$ cat src/rtl/cfg_frame_loader_if.sv
// Byte-stream input and fabric config-write bundle for cfg_frame_loader.
// The host/SPI source uses master; the loader uses slave.
interface cfg_frame_loader_if #(
   parameter int unsigned FRAME_BITS = 16,
   parameter int unsigned ADDR_W     = 6
);
   logic [7:0]            in_data;
   logic                  in_valid;
   logic                  in_ready;
   logic                  restart;
   logic [ADDR_W-1:0]     cfg_addr;
   logic [FRAME_BITS-1:0] cfg_data;
   logic                  cfg_we;
   logic                  global_en;
   logic                  done;
   logic                  error;
   logic [7:0]            frames_loaded;

   modport master (
      output in_data, in_valid, restart,
      input  in_ready, cfg_addr, cfg_data, cfg_we, global_en, done, error, frames_loaded
   );

   modport slave (
      input  in_data, in_valid, restart,
      output in_ready, cfg_addr, cfg_data, cfg_we, global_en, done, error, frames_loaded
   );
endinterface

$ cat src/rtl/cfg_frame_loader.sv
// Parses a sync-prefixed, XOR-checksummed byte stream into per-tile config frame writes.
// The fabric enable is only raised once the whole stream has checked good.
module cfg_frame_loader #(
   parameter int unsigned FRAME_BITS = 16,
   parameter int unsigned ADDR_W     = 6,
   parameter logic [7:0]  SYNC_BYTE  = 8'hA5
) (
   input logic              clk,
   input logic              rst_n,
   cfg_frame_loader_if.slave bus
);
   localparam int unsigned NumBytes = FRAME_BITS / 8;
   localparam int unsigned IdxW     = (NumBytes > 1) ? $clog2(NumBytes) : 1;
   localparam logic [IdxW-1:0] LastIdx = IdxW'(NumBytes - 1);

   typedef enum logic [2:0] {
      StIdle, StCount, StAddr, StData, StWrite, StCheck, StDone, StError
   } state_e;

   state_e                state_q, state_d;
   logic [7:0]            chk_q, chk_d;
   logic [7:0]            frames_left_q, frames_left_d;
   logic [7:0]            frames_loaded_q, frames_loaded_d;
   logic [IdxW-1:0]       idx_q, idx_d;
   logic [ADDR_W-1:0]     addr_q, addr_d;
   logic [FRAME_BITS-1:0] data_q, data_d;
   logic                  we_q, we_d;
   logic                  ready_q, ready_d;
   logic                  done_q, done_d;
   logic                  error_q, error_d;

   logic accept;
   logic addr_bad;

   assign accept   = bus.in_valid & ready_q;
   assign addr_bad = (32'(bus.in_data) >> ADDR_W) != 32'd0;

   always_comb begin
      state_d         = state_q;
      chk_d           = chk_q;
      frames_left_d   = frames_left_q;
      frames_loaded_d = frames_loaded_q;
      idx_d           = idx_q;
      addr_d          = addr_q;
      data_d          = data_q;
      we_d            = 1'b0;
      unique case (state_q)
         StIdle: begin
            if (accept && bus.in_data == SYNC_BYTE) begin
               state_d         = StCount;
               chk_d           = 8'h00;
               frames_loaded_d = 8'h00;
            end
         end
         StCount: begin
            if (accept) begin
               chk_d         = chk_q ^ bus.in_data;
               frames_left_d = bus.in_data;
               state_d       = (bus.in_data == 8'h00) ? StCheck : StAddr;
            end
         end
         StAddr: begin
            if (accept) begin
               if (addr_bad) begin
                  state_d = StError;
               end else begin
                  chk_d   = chk_q ^ bus.in_data;
                  addr_d  = bus.in_data[ADDR_W-1:0];
                  idx_d   = '0;
                  state_d = StData;
               end
            end
         end
         StData: begin
            if (accept) begin
               chk_d                         = chk_q ^ bus.in_data;
               data_d[8*int'(idx_q) +: 8]    = bus.in_data;
               if (idx_q == LastIdx) begin
                  state_d = StWrite;
                  we_d    = 1'b1;
               end else begin
                  idx_d = IdxW'(idx_q + 1'b1);
               end
            end
         end
         StWrite: begin
            frames_left_d   = frames_left_q - 8'd1;
            frames_loaded_d = (frames_loaded_q == 8'hFF) ? 8'hFF : frames_loaded_q + 8'd1;
            state_d         = (frames_left_q == 8'd1) ? StCheck : StAddr;
         end
         StCheck: begin
            if (accept) begin
               state_d = (bus.in_data == chk_q) ? StDone : StError;
            end
         end
         StDone, StError: begin
            if (bus.restart) begin
               state_d = StIdle;
            end
         end
         default: state_d = StIdle;
      endcase
      // Outputs are registered off the next state so they line up with it.
      ready_d = !(state_d inside {StWrite, StDone, StError});
      done_d  = (state_d == StDone);
      error_d = (state_d == StError);
   end

   always_ff @(posedge clk or negedge rst_n) begin
      if (!rst_n) begin
         state_q         <= StIdle;
         chk_q           <= 8'h00;
         frames_left_q   <= 8'h00;
         frames_loaded_q <= 8'h00;
         idx_q           <= '0;
         addr_q          <= '0;
         data_q          <= '0;
         we_q            <= 1'b0;
         ready_q         <= 1'b1;
         done_q          <= 1'b0;
         error_q         <= 1'b0;
      end else begin
         state_q         <= state_d;
         chk_q           <= chk_d;
         frames_left_q   <= frames_left_d;
         frames_loaded_q <= frames_loaded_d;
         idx_q           <= idx_d;
         addr_q          <= addr_d;
         data_q          <= data_d;
         we_q            <= we_d;
         ready_q         <= ready_d;
         done_q          <= done_d;
         error_q         <= error_d;
      end
   end

   assign bus.in_ready      = ready_q;
   assign bus.cfg_addr      = addr_q;
   assign bus.cfg_data      = data_q;
   assign bus.cfg_we        = we_q;
   assign bus.global_en     = done_q;
   assign bus.done          = done_q;
   assign bus.error         = error_q;
   assign bus.frames_loaded = frames_loaded_q;
endmodule

$ cat src/flat_wrapper.sv
// flat-port wrapper written by rule: the top's interface ports become plain ports
module cfg_frame_loader_flat 
#(
   parameter int unsigned FRAME_BITS = 16,
   parameter int unsigned ADDR_W     = 6,
   parameter logic [7:0]  SYNC_BYTE  = 8'hA5
)
  (clk, rst_n, bus_in_data, bus_in_valid, bus_restart, bus_in_ready, bus_cfg_addr, bus_cfg_data, bus_cfg_we, bus_global_en, bus_done, bus_error, bus_frames_loaded);
  cfg_frame_loader_if #(.FRAME_BITS(FRAME_BITS), .ADDR_W(ADDR_W)) bus_i ();
  input logic clk;
  input logic rst_n;
  input wire logic [$bits(bus_i.in_data)-1:0] bus_in_data;
  input wire logic [$bits(bus_i.in_valid)-1:0] bus_in_valid;
  input wire logic [$bits(bus_i.restart)-1:0] bus_restart;
  output wire logic [$bits(bus_i.in_ready)-1:0] bus_in_ready;
  output wire logic [$bits(bus_i.cfg_addr)-1:0] bus_cfg_addr;
  output wire logic [$bits(bus_i.cfg_data)-1:0] bus_cfg_data;
  output wire logic [$bits(bus_i.cfg_we)-1:0] bus_cfg_we;
  output wire logic [$bits(bus_i.global_en)-1:0] bus_global_en;
  output wire logic [$bits(bus_i.done)-1:0] bus_done;
  output wire logic [$bits(bus_i.error)-1:0] bus_error;
  output wire logic [$bits(bus_i.frames_loaded)-1:0] bus_frames_loaded;
  assign bus_i.in_data = bus_in_data;
  assign bus_i.in_valid = bus_in_valid;
  assign bus_i.restart = bus_restart;
  assign bus_in_ready = bus_i.in_ready;
  assign bus_cfg_addr = bus_i.cfg_addr;
  assign bus_cfg_data = bus_i.cfg_data;
  assign bus_cfg_we = bus_i.cfg_we;
  assign bus_global_en = bus_i.global_en;
  assign bus_done = bus_i.done;
  assign bus_error = bus_i.error;
  assign bus_frames_loaded = bus_i.frames_loaded;
  cfg_frame_loader #(.FRAME_BITS(FRAME_BITS), .ADDR_W(ADDR_W), .SYNC_BYTE(SYNC_BYTE)) u_core (.clk(clk), .rst_n(rst_n), .bus(bus_i));
endmodule
$ cat config.mk
export PLATFORM = sky130hd
export DESIGN_NAME = cfg_frame_loader_flat
export DESIGN_NICKNAME = d
export VERILOG_FILES = /design/src/rtl/cfg_frame_loader_if.sv /design/src/rtl/cfg_frame_loader.sv /design/src/flat_wrapper.sv
export SDC_FILE = /design/constraint.sdc
export NUM_CORES = 1
export LEC_CHECK = 0
export CORE_MARGIN = 4
export CORE_UTILIZATION = 53
export CTS_CLUSTER_DIAMETER = 100
export DETAILED_ROUTE_END_ITERATION = 10
export PLACE_DENSITY = 0.82
export SETUP_SLACK_MARGIN = 0.02
export SLEW_MARGIN = 30
export SYNTH_ARGS = -nofsm -noshare
export SYNTH_HDL_FRONTEND = slang
export SYNTH_SLANG_ARGS = --single-unit
$ cat constraint.sdc
create_clock -name clk -period 2.25 [get_ports clk]
set_input_delay 0.45 -clock clk [delete_from_list [all_inputs] [get_ports clk]]
set_output_delay 0.45 -clock clk [all_outputs]
set_load 0.1 [all_outputs]
==> qor.txt, run 1 <==
Input/output buffers = 46
Die X = 81.05 µm
Non-Filler Instances = 403
I/O pin count = 47
Critical path data arrival time = 2.21 ns
Largest net degree at the start of global routing = 33
Cell Area, Synth = 2828 µm²
Final worst slack = 0.2378 ns
Area occupied by multi-input gates = 1336 µm²
Cells after DPL = 395
Die ar. = 6568 µm²
RSZ-0062 raised after global routing = no
Synthesized Nets = 286
WP data required = 2.45 ns
Drt pass-1 iters = 4
Top cell type's share of synthesized area = 0.4690
H-tree depth = 2
Period minus WS final = 2.012 ns
Slowest CP cell = clkdlybuf4s50_1
DRC Markers = 0
Place WS = -0.01743 ns
Clock Pin Slew Worst Setup and Hold Paths = 0.10 ns
Dpl hpwl = 5008 µm
Worst Path Class, Setup = input pin to flop
Async S/R FF share, synth = 1.000
Final period utilization = 0.8943
Layout Skew = 0.004663 ns
Row cnt = 26
First-pass GRT wire length = 10,850 µm
Setup slack, reg-to-reg = 0.28 ns
R2r startpoint = u_core.state_q[1]
Post-DRT Antenna Nets = 0
Number of flops mapped to enable cells by yosys = 0
Drt total wl = 6687 µm
Clk root buf = clkbuf_8
Fill cells = 419
Skew-Pair Late Insertion Delay = 0.31 ns
Setup TNS Final = 0 ns
FMAX = 0.4970 GHz
Synth top area cells = dfrtp_1, mux2_2, o21ai_1, nor2_1, xor2_1
Slew Viols, Final = 0
CP most frequent cell = buf_4
Count of cell types in the netlist = 62
Die Y-Extent = 81.05 µm
Status = finished clean
Slew headroom = 0.5855
Number of synthesized register bits = 54
Largest fanout on the critical path = 4
Via Count = 2,342
Initial antenna violation count = 0
Clock Path Buffers = 2
Overflow left after global routing = 0
Yosys warns = 0
Routed len/inst = 16.59 µm
Nets = 347
1st-iter DRT viols = 90
Cells along the critical path = clkdlybuf4s50_1 > buf_4 > nor3_1 > and3_1 > buf_4 > o22ai_1 > a21oi_1 > nor4_1
Max cap viols = 0
Synthesized instance count = 271
Syn_area_per_cell = 10.43 µm²
# resized after CTS = 0
N_diodes = 0
CTS buffer count = 5
CP startpoint kind = input pin
Worst reg-to-reg path cell count = 5
Vias in the first global route = 2,214
Core Region = 5140 µm²
Vias/cell = 5.811
Post-synth top area cell = dfrtp_1
Hold crit path type = input pin to async pin
Terminus of the critical flop-to-flop path = u_core.bus.error
CP max stage delay = 0.57 ns
Final Hold Fails = 0
Final setup violation count = 0
Seq/Total Area, Yosys = 0.4783
Top FF cell, synth = dfrtp_1
Slew @ Worst Pin = 0.6176 ns
FF+latch area = 1353 µm²
Hold_buf cts = 0
Final RePlAce weighted congestion = 0.8746
Crit path from = bus_in_data[2]
Post-layout util = 0.6765
CTS tree = yes
Nature of the critical path endpoint = flop
Share of layout cells above drive strength 1 = 0.3153
P&R area growth vs syn = 22.96%
Clock sinks = 54
Postcts setup bufs = 0
GRT Overall Usage = 0.2152
Initial Utilization = 0.5501
[sequential cells by signal (all words and copies together) (netlist names)]
signal                    cells
u_core.state_q                3
u_core.bus.cfg_we             1
u_core.bus.frames_loaded      8
u_core.bus.error              1
u_core.frames_left_q          8
u_core.bus.cfg_data          16
u_core.bus.done               1
u_core.bus.in_ready           1
u_core.idx_q                  1
u_core.chk_q                  8
u_core.bus.cfg_addr           6
[per-stage QoR]
| step | hold WS [ns] | area, µm² |
|---|---|---|
| 2_1_floorplan | 0.1544 | 2828 |
| 3_3_place_gp | 0.4639 | 3378 |
| 3_5_place_dp | 0.4616 | 3378 |
| 4_1_cts | 0.1182 | 3477 |
| 5_1_grt | 0.1429 | 3477 |
| 6_report | 0.1058 | 3477 |
[logic make-up after synthesis]
group | share of synthesized area
and+or+nand+nor | 0.1819
muxes | 0.08761
xor gates and xnor gates | 0.02478
AOI/OAI and AO/OA | 0.1651
adders and majority gates | 0.01328
DFF | 0.4783
buffers and inverters | 0.04911
[how the worst max path moves through the flow]
stage and end:
2_1_floorplan u_core.chk_q[1], 3_3_place_gp u_core.chk_q[3], 3_5_place_dp u_core.chk_q[3], 4_1_cts u_core.bus.error, 5_1_grt u_core.bus.error, 6_report u_core.bus.error
[worst max-delay path, delay by kind of cell]
| kind | cells | cell delay [ns] |
|---|---|---|
| AOI/OAI and AO/OA | 2 | 0.31 |
| and+or+nand+nor | 3 | 0.59 |
| buffers and inverters | 3 | 0.85 |
[cells in the final DEF, fill, tap and decap left out, drive strengths merged, types with 2 or more instances in the layout]
cell / Yosys / final
buf: 14 / 62
dfrtp: 53 / 53
o21ai: 27 / 27
mux2: 22 / 22
nor2: 21 / 21
nand2: 15 / 15
a21oi: 11 / 11
clkdlybuf4s50: 0 / 10
nand2b: 9 / 9
xor2: 8 / 8
inv: 7 / 8
nor3: 8 / 8
nand3: 7 / 7
and3: 7 / 7
clkbuf: 4 / 6
nor4: 5 / 5
a31oi: 4 / 4
or3: 3 / 3
nand4: 3 / 3
o311ai: 3 / 3
ha: 3 / 3
and4: 3 / 3
and2: 2 / 2
a31o: 2 / 2
o311a: 2 / 2
a22o: 2 / 2
o211ai: 2 / 2
a41oi: 2 / 2
[layer usage]
layer / wire, µm / up-vias / track usage
met1: 2922 / 1146 / 0.2748
li1: - / 1116 / -
met4: 59 / 0 / 0.05574
met2: 3287 / 73 / 0.3670
met3: 417 / 7 / 0.05100
met5: 0 / - / 0
[layout make-up]
cell class | count | share of cell area
Clock buffer | 6 | 0.02375
Multi-Input combinational cell | 192 | 0.3843
Tap cell | 70 | 0.02519
Sequential cell | 54 | 0.3890
Clock inverter | 2 | 0.004678
Timing Repair Buffer | 72 | 0.1655
Inverter | 7 | 0.007557
[synth_stat cells (2+ instances only)]
cell type	n
a21oi_1	11
a22o_1	2
a31o_2	2
a31oi_1	4
and2_1	2
and3_1	7
and4_1	2
buf_2	5
buf_4	6
buf_6	2
clkbuf_1	3
dfrtp_1	53
ha_1	3
inv_1	7
mux2_2	22
nand2_1	14
nand2b_1	9
nand3_1	7
nand4_1	3
nor2_1	21
nor3_1	6
nor4_1	3
o211ai_1	2
o21ai_0	10
o21ai_1	16
o311a_1	2
o311ai_0	3
or3_1	3
xor2_1	8
Power of run 1 is left out: the tool's default activity adds up to more than one toggle a clock period on the data nets, which glitch-free logic cannot reach.
==> inputs of run 2 (changes only) <==
--- a/config.mk
+++ b/config.mk
@@ -9,8 +9,10 @@
 export CORE_UTILIZATION = 53
 export CTS_CLUSTER_DIAMETER = 100
 export DETAILED_ROUTE_END_ITERATION = 10
-export PLACE_DENSITY = 0.82
+export DONT_BUFFER_PORTS = 1
+export PLACE_DENSITY = 0.7
 export SETUP_SLACK_MARGIN = 0.02
+export SKIP_LAST_GASP = 1
 export SLEW_MARGIN = 30
 export SYNTH_ARGS = -nofsm -noshare
 export SYNTH_HDL_FRONTEND = slang
==> run 2 against run 1 <==
  * Flip-flop and latch count unchanged
  * Core utilization decreased by 7.8 points
  * Non-clock buffer count decreased by 54
  * Critical path type is now flop to flop
  * Critical path depth decreased by 3
  * Cell area decreased by 12%
  * Worst hold slack improved by 0.16 ns
  * Global-route usage decreased by 1.0 points
  * Sequential share of layout area increased by 5.1 points
  * Count of clock-buffer cells in the layout decreased by 1
  * Die area unchanged
  * Worst setup slack improved by 0.061 ns
==> qor.txt, run 2 (synthesis gave the netlist of run 1 again) <==
Setup TNS Final = 0 ns
Gr busiest metal = met2
CTS tree = yes
Core Region = 5140 µm²
Final Hold Fails = 0
Worst Path Class, Setup = flop to flop
Met3 GRT Util = 0.05322
Clock Path Buffers = 2
Met1 usage = 0.2641
Die ar. = 6568 µm²
Slew Viols, Final = 0
Hold crit path type = input pin to flop
Die X = 81.05 µm
CTS buffer count = 5
Skew-Pair Late Insertion Delay = 0.30 ns
Worst reg-to-reg path cell count = 5
First-pass GRT wire length = 10,410 µm
Max cap viols = 0
Post-layout util = 0.5981
Vias in the first global route = 2,185
Layout Skew = 0.003419 ns
Slew @ Worst Pin = 0.9149 ns
Largest net degree at the start of global routing = 55
Share of layout cells above drive strength 1 = 0.2186
Post-DRT Antenna Nets = 0
I/O pin count = 47
Clock sinks = 54
Nets = 293
Row cnt = 26
Clk root buf = clkbuf_8
Initial antenna violation count = 0
Input/output buffers = 0
Postcts setup bufs = 0
Max FFs per register = 16
Met2 global-route usage = 0.3358
GRT Overall Usage = 0.2048
Routed len/inst = 17.64 µm
Status = finished clean
Vias/cell = 6.040
Nature of the critical path endpoint = flop
FMAX = 0.5126 GHz
Critical path data arrival time = 2.14 ns
CP startpoint kind = flop
Initial Utilization = 0.5501
WP data required = 2.44 ns
Period minus WS final = 1.951 ns
Drt pass-1 iters = 4
Die Y-Extent = 81.05 µm
Final setup violation count = 0
Drt total wl = 6157 µm
Largest fanout on the critical path = 18
N_diodes = 0
H-tree depth = 2
1st-iter DRT viols = 107
Clock Pin Slew Worst Setup and Hold Paths = 0.10 ns
Via Count = 2,108
Dpl hpwl = 4390 µm
Hold path cells = 2
Final period utilization = 0.8670
Most frequent cells in the layout = dfrtp_1, mux2_2, nor2_1
P&R area growth vs syn = 8.717%
RSZ-0062 raised after global routing = no
Slew headroom = 0.3901
Overflow left after global routing = 0
Commonest non-fill, non-tap cell in the layout = dfrtp_1
Final RePlAce weighted congestion = 0.8800
DRC Markers = 0
==> run 2: metrics by stage <==
stage	cell area, µm²	hold WS, ns	instances	setup WS (ns)
after floorplan	2828	0.1544	271	0.1474
after global placement	2924	0.1559	339	0.2914
after detailed placement	2924	0.1557	339	0.3537
after CTS	3074	0.2596	349	0.3253
after global routing	3074	0.2685	349	0.09777
final	3074	0.2666	349	0.2992
==> run 2: layout make-up <==
class / count / area, µm²
clock inverter: 3 / 43.79
timing repair buffer: 18 / 157.7
clock buffer: 5 / 68.82
tap: 70 / 87.58
inverter: 7 / 26.28
fill: 458 / 2066
multi-input combinational: 192 / 1336
sequential: 54 / 1354
==> run 2: routing by layer <==
| layer | part of all wire | vias up |
|---|---|---|
| met4 | 0.014 | 0 |
| li1 | - | 1007 |
| met1 | 0.43 | 1030 |
| met3 | 0.065 | 7 |
| met5 | 0 | - |
| met2 | 0.49 | 64 |
==> run 2: critical path, cell delays in order (launching register included) <==
cell and delay [ns]:
dfrtp_1 0.73, or3_1 0.23, a41oi_2 0.06, or3_1 0.54, o21ai_1 0.19, o21ai_1 0.08
==> run 2: repair_timing <==
item | 4_1_cts | 5_1_grt
hold endpoints to repair | 54 | 0
hold buffers | 2 | 0
gates resized for setup | 0 | 0
==> run 2: path summary, 6_finish.rpt <==
check	start	end	slack, ns
worst min-delay path	bus_in_data[4]	u_core.frames_left_q[4]	0.27
worst max register to register	u_core.state_q[2]	u_core.chk_q[6]	0.30
worst max-delay path	u_core.state_q[2]	u_core.chk_q[6]	0.30
min in group asynchronous	rst_n	u_core.bus.frames_loaded[3]	0.64
max in group asynchronous	rst_n	u_core.bus.in_ready	1.31
worst min register to register	u_core.frames_left_q[5]	u_core.frames_left_q[5]	0.55
Power of run 2 is left out for the same reason.
